$ cat src/rtl/rover_dispatcher.sv
// rover_dispatcher: collects ward calls, steers the rover to the next one in ring order and dwells there.
// Build option: define ROVER_PRIORITY_EN to always serve location 0 (ICU) first when it is pending.
module rover_dispatcher #(
    parameter int DWELL_CYCLES = 4
) (
    input  logic       clk,
    input  logic       reset,
    input  logic [7:0] call_req,
    input  logic [2:0] current_loc,
    output logic       move_switch,
    output logic [2:0] target_loc,
    output logic [7:0] pending,
    output logic       busy,
    output logic       arrived
);
    typedef enum logic [1:0] {IDLE, SELECT, MOVE, DWELL} state_t;
    state_t state, next_state;
    logic [2:0] steps;
    logic [7:0] dwell_cnt;
    logic [2:0] sel_tgt;
    logic [7:0] clear_mask;
    logic [7:0] others;
    // Next target: nearest pending call walking forward from the rover, optionally ICU first
    always_comb begin
        sel_tgt = current_loc;
        for (int i = 7; i >= 0; i--)
            if (pending[current_loc + 3'(i)]) sel_tgt = current_loc + 3'(i);
`ifdef ROVER_PRIORITY_EN
        if (pending[0]) sel_tgt = 3'd0;
`else
        sel_tgt = sel_tgt;
`endif
    end
    // State register
    always_ff @(posedge clk) begin
        if (reset) state <= IDLE;
        else state <= next_state;
    end
    // Next-state logic
    always_comb begin
        others = pending & ~(8'd1 << target_loc);
        case (state)
            IDLE:    next_state = |pending ? SELECT : IDLE;
            SELECT:  next_state = ~|pending ? IDLE : (sel_tgt == current_loc ? DWELL : MOVE);
            MOVE:    next_state = steps == 3'd1 ? DWELL : MOVE;
            DWELL:   next_state = dwell_cnt == 8'd1 ? (|others ? SELECT : IDLE) : DWELL;
            default: next_state = IDLE;
        endcase
    end
    // Outputs decoded purely from registered state
    always_comb begin
        move_switch = state == MOVE;
        busy        = state != IDLE;
        arrived     = state == DWELL && dwell_cnt == 8'(DWELL_CYCLES);
    end
    // Target bit is absorbed on the edge entering dwell and throughout dwell
    always_comb begin
        clear_mask = (state == DWELL || next_state == DWELL)
                   ? 8'd1 << (state == SELECT ? sel_tgt : target_loc) : 8'd0;
    end
    // Call latch, target register, step and dwell counters
    always_ff @(posedge clk) begin
        if (reset) begin
            pending    <= 8'd0;
            target_loc <= 3'd0;
            steps      <= 3'd0;
            dwell_cnt  <= 8'd0;
        end else begin
            pending <= (pending | call_req) & ~clear_mask;
            if (state == SELECT) begin
                target_loc <= sel_tgt;
                steps      <= sel_tgt - current_loc;
            end else if (state == MOVE) begin
                steps <= steps - 3'd1;
            end
            if (next_state == DWELL && state != DWELL) dwell_cnt <= 8'(DWELL_CYCLES);
            else if (state == DWELL) dwell_cnt <= dwell_cnt - 8'd1;
        end
    end
endmodule

$ cat config.mk
export PLATFORM = sky130hd
export DESIGN_NAME = rover_dispatcher
export DESIGN_NICKNAME = d
export VERILOG_FILES = /design/src/rtl/rover_dispatcher.sv
export SDC_FILE = /design/constraint.sdc
export NUM_CORES = 1
export LEC_CHECK = 0
export ABC_AREA = 1
export CAP_MARGIN = 20
export CORE_AREA = 2 2 80 82
export CTS_CLUSTER_DIAMETER = 50
export DETAILED_ROUTE_END_ITERATION = 7
export DIE_AREA = 0 0 82 84
export SLEW_MARGIN = 25
export SYNTH_ARGS = -nofsm -noshare
export SYNTH_HDL_FRONTEND = slang
export SYNTH_SLANG_ARGS = --single-unit
$ cat constraint.sdc
create_clock -name clk -period 4.05 [get_ports clk]
set_input_delay 1.0125 -clock clk [delete_from_list [all_inputs] [get_ports clk]]
set_output_delay 1.0125 -clock clk [all_outputs]
set_load 0.01 [all_outputs]
==> results of run 1 <==
-- power by group through the flow --
stage	logic, µW	clock network, µW	registers (µW)
6_report	402	137	295
5_1_grt	457	154	300
4_1_cts	399	145	295
3_5_place_dp	396	0	300
3_3_place_gp	394	0	300
2_1_floorplan	279	0	296
-- sequential cells by signal, summed over array words and instances, names as in the netlist --
name        cells
dwell_cnt       8
state           2
steps           3
target_loc      3
pending         8
-- through the flow --
step                hold WS (ns)  std cells  total power (µW)
floorplan                  0.449        315               575
global placement           0.467        428               694
detailed placement         0.486        428               696
CTS                        0.507        431               839
global route               0.538        431               911
finish                     0.497        431               834
-- path summary, 6_finish.rpt --
path                       start      endpoint  slack, ns  cells past startpoint
setup / recovery  current_loc[1]  dwell_cnt[0]       0.33                     23
hold / removal          steps[1]      steps[1]       0.50                      2
setup reg to reg      pending[6]  dwell_cnt[0]       1.35                     21
hold reg to reg         steps[1]      steps[1]       0.50                      2
-- cell type report --
type	instances	area (µm²)
Fill cell	666	3520
Multi-Input combinational cell	234	1380
Sequential cell	24	480
Timing Repair Buffer	43	390
Inverter	50	190
Tap cell	77	96.3
Clock buffer	3	41.3
-- layer usage --
layer	GRT usage	share of wire	up-vias
li1	-	-	1098
met1	0.209	0.48	919
met2	0.254	0.48	37
met3	0.0119	0.035	7
met4	0.0485	0.013	0
met5	0	0	-
-- logic make-up after synthesis --
| kind of cell | after synthesis |
|---|---|
| flops | 24 |
| fa+ha+maj | 15 |
| buf+inv | 57 |
| compound gates | 52 |
| xor+xnor | 9 |
| simple gates | 158 |
-- worst reg2reg max path: stages (launching register included) --
cell	delay (ns)
dfxtp_1	0.51
nand2_1	0.14
nand3_2	0.10
nand3_1	0.11
nand2_2	0.10
clkinv_1	0.08
nor2_1	0.12
o21bai_1	0.07
nand2_1	0.06
nand2_1	0.04
nand2_1	0.06
nand3_1	0.06
nand2_1	0.09
inv_1	0.05
ha_1	0.27
nand2_1	0.08
nor3b_2	0.17
nand3_1	0.11
nand2_2	0.11
nand3_2	0.10
nand2_4	0.11
nor2_1	0.05
-- cells in the final DEF, fill, tap and decap left out, drive strengths merged --
cell type	count
a21o	1
a21oi	20
a221oi	1
a31oi	2
buf	17
clkbuf	3
clkdlybuf4s50	25
clkinv	1
dfxtp	24
dlymetal6s2s	1
fa	1
ha	14
inv	49
nand2	83
nand3	36
nand3b	1
nand4	4
nor2	29
nor3	2
nor3b	1
nor4	2
o2111a	1
o211ai	2
o21a	1
o21ai	20
o21bai	1
o22ai	2
o31ai	1
xnor2	5
xor2	4
==> impl_metrics.json, run 1 <==
{
  "outcome": "complete, no violations",
  "rows": 29,
  "post-route-util": 0.422,
  "fin_ws_ns": 0.331,
  "num_vias": 2061,
  "synth.most_common_cell": "nand2_1",
  "grt_pass1_vias": 2006,
  "synth_ff_type": "dfxtp_1",
  "clockBufferDepth": 2,
  "p_per_area_mw_per_mm2": 324,
  "grt_max_degree": 13,
  "synthDistinctLibCells": 38,
  "overflow": 0,
  "grt.total_usage": 0.154,
  "die_h_um": 84,
  "hold_viol": 0,
  "leakage_uw": 0.00122,
  "drv_cap": 0,
  "wirelength_um": 5030,
  "start_util": 0.340,
  "max_slew_margin": 0.708,
  "ir_worst_vdd_mv": 0.216,
  "pwr-share-seq": 0.354,
  "drv_slew": 0,
  "crit_chain": "clkdlybuf4s50_1, buf_4, ha_1, xor2_1, inv_1, nand3_1, nand2_1, o21bai_1, nand2_1, nand2_1, nand2_1, nand2_1, nand2_1, nand2_1, inv_1, ha_1, nand2_1, nor3b_2, nand3_1, nand2_2, nand3_2, nand2_4, nor2_1",
  "post-place-ws_ns": -0.122,
  "firstDrtPassIters": 5,
  "cts_tree": "yes",
  "routedWlPerCell_um": 11.7,
  "syn-num-nets": 343,
  "top_level_ports": 27,
  "critical_path_required_ns": 4.22,
  "cp-end-kind": "register",
  "slowest_delay_ns": 0.50,
  "dp_hpwl_um": 4060,
  "drc": 0,
  "gp_congestion": 0.925,
  "synth.top_cell.area_share": 0.232,
  "fmax_mhz": 269,
  "clkPwrFrac": 0.165,
  "power.internal_uw": 500,
  "syn_inst": 315,
  "drive_gt1_frac": 0.184,
  "cp_slowest_cell": "clkdlybuf4s50_1",
  "cts_sinks": 24,
  "clk_pin_slew_ns": 0.08,
  "drt_iter0_markers": 122,
  "cp-start-kind": "input port",
  "path_class": "input port to register",
  "synth_simple_gate_area_share": 0.366,
  "cts-htree-levels": 1,
  "crit_buf_inv": 4,
  "cts_buffers": 3,
  "synth_edf_count": 0,
  "combPwrFrac": 0.482,
  "antenna_found_initial": 0,
  "finalCriticalPeriod_ns": 3.72,
  "cts.root.buffer_cell": "clkbuf_8",
  "dieArea_mm2": 0.00689,
  "arrival_ns": 3.88,
  "synth-async-reset-ratio": 0,
  "placed_area_mm2": 0.00250,
  "ys_ff_latch": 24,
  "synthMuxAreaShare": 0,
  "netlist_area_mm2": 0.00207,
  "cts_setup_buffers": 0,
  "ant_nets": 0,
  "avgSynthCellArea_um2": 6.58,
  "rsz0062_at_grt": "no",
  "cp_max_fo": 8,
  "ctsHoldBuffers": 0,
  "viasPerCell": 4.78,
  "worstHoldPathType": "register to register",
  "setup_viol": 0,
  "seq_area_frac_synth": 0.232,
  "portBuffers": 26,
  "cp_common_cell": "nand2_1",
  "p_switching_uw": 333,
  "synthTopCellsByCount": "nand2_1 (63), inv_1 (41), nor2_1 (29), nand3_1 (28), dfxtp_1 (24)",
  "diodes": 0,
  "clk_latency_ns": 0.26,
  "die_w_um": 82,
  "ys_warn_count": 0,
  "synth_compound_area_frac": 0.149,
  "finalInstanceArea_mm2": 0.00257,
  "netSwitchingFraction": 0.400,
  "worst_slew_pin_slew_ns": 0.433,
  "cts_resized": 0,
  "fin_skew_ns": 0.00420,
  "ys_top_cells_by_area": "dfxtp_1 (23%), nand2_1 (11%), ha_1 (8.5%)",
  "period_share": 0.918,
  "tns_ns": 0,
  "grt_first_pass_wirelength_um": 8580,
  "syn2layout_area_growth_pct": 24.3,
  "synth-xor-area-share": 0.0380,
  "yosys.area_share.adder": 0.0942,
  "critPathTopFamily": "simple AND/OR/NAND/NOR gates",
  "core_mm2": 0.00610,
  "yosys.area.top_type": "dfxtp_1",
  "fin_nets": 384,
  "synth_top_family_by_area": "simple AND/OR/NAND/NOR gates"
}
Power figures use the tool's default switching activity.
==> run 2, diff against run 1 <==
--- a/config.mk
+++ b/config.mk
@@ -11,6 +11,7 @@
 export CTS_CLUSTER_DIAMETER = 50
 export DETAILED_ROUTE_END_ITERATION = 7
 export DIE_AREA = 0 0 82 84
+export SKIP_CTS_REPAIR_TIMING = 1
 export SLEW_MARGIN = 25
 export SYNTH_ARGS = -nofsm -noshare
 export SYNTH_HDL_FRONTEND = slang
==> results of run 2 <==
Final layout, timing and power as in run 1 (identical DEF).
==> run 3, diff against run 2 <==
--- a/config.mk
+++ b/config.mk
@@ -16,3 +16,4 @@
 export SYNTH_ARGS = -nofsm -noshare
 export SYNTH_HDL_FRONTEND = slang
 export SYNTH_SLANG_ARGS = --single-unit
+export TNS_END_PERCENT = 30
==> results of run 3 <==
Final layout, timing and power as in run 1 (identical DEF).
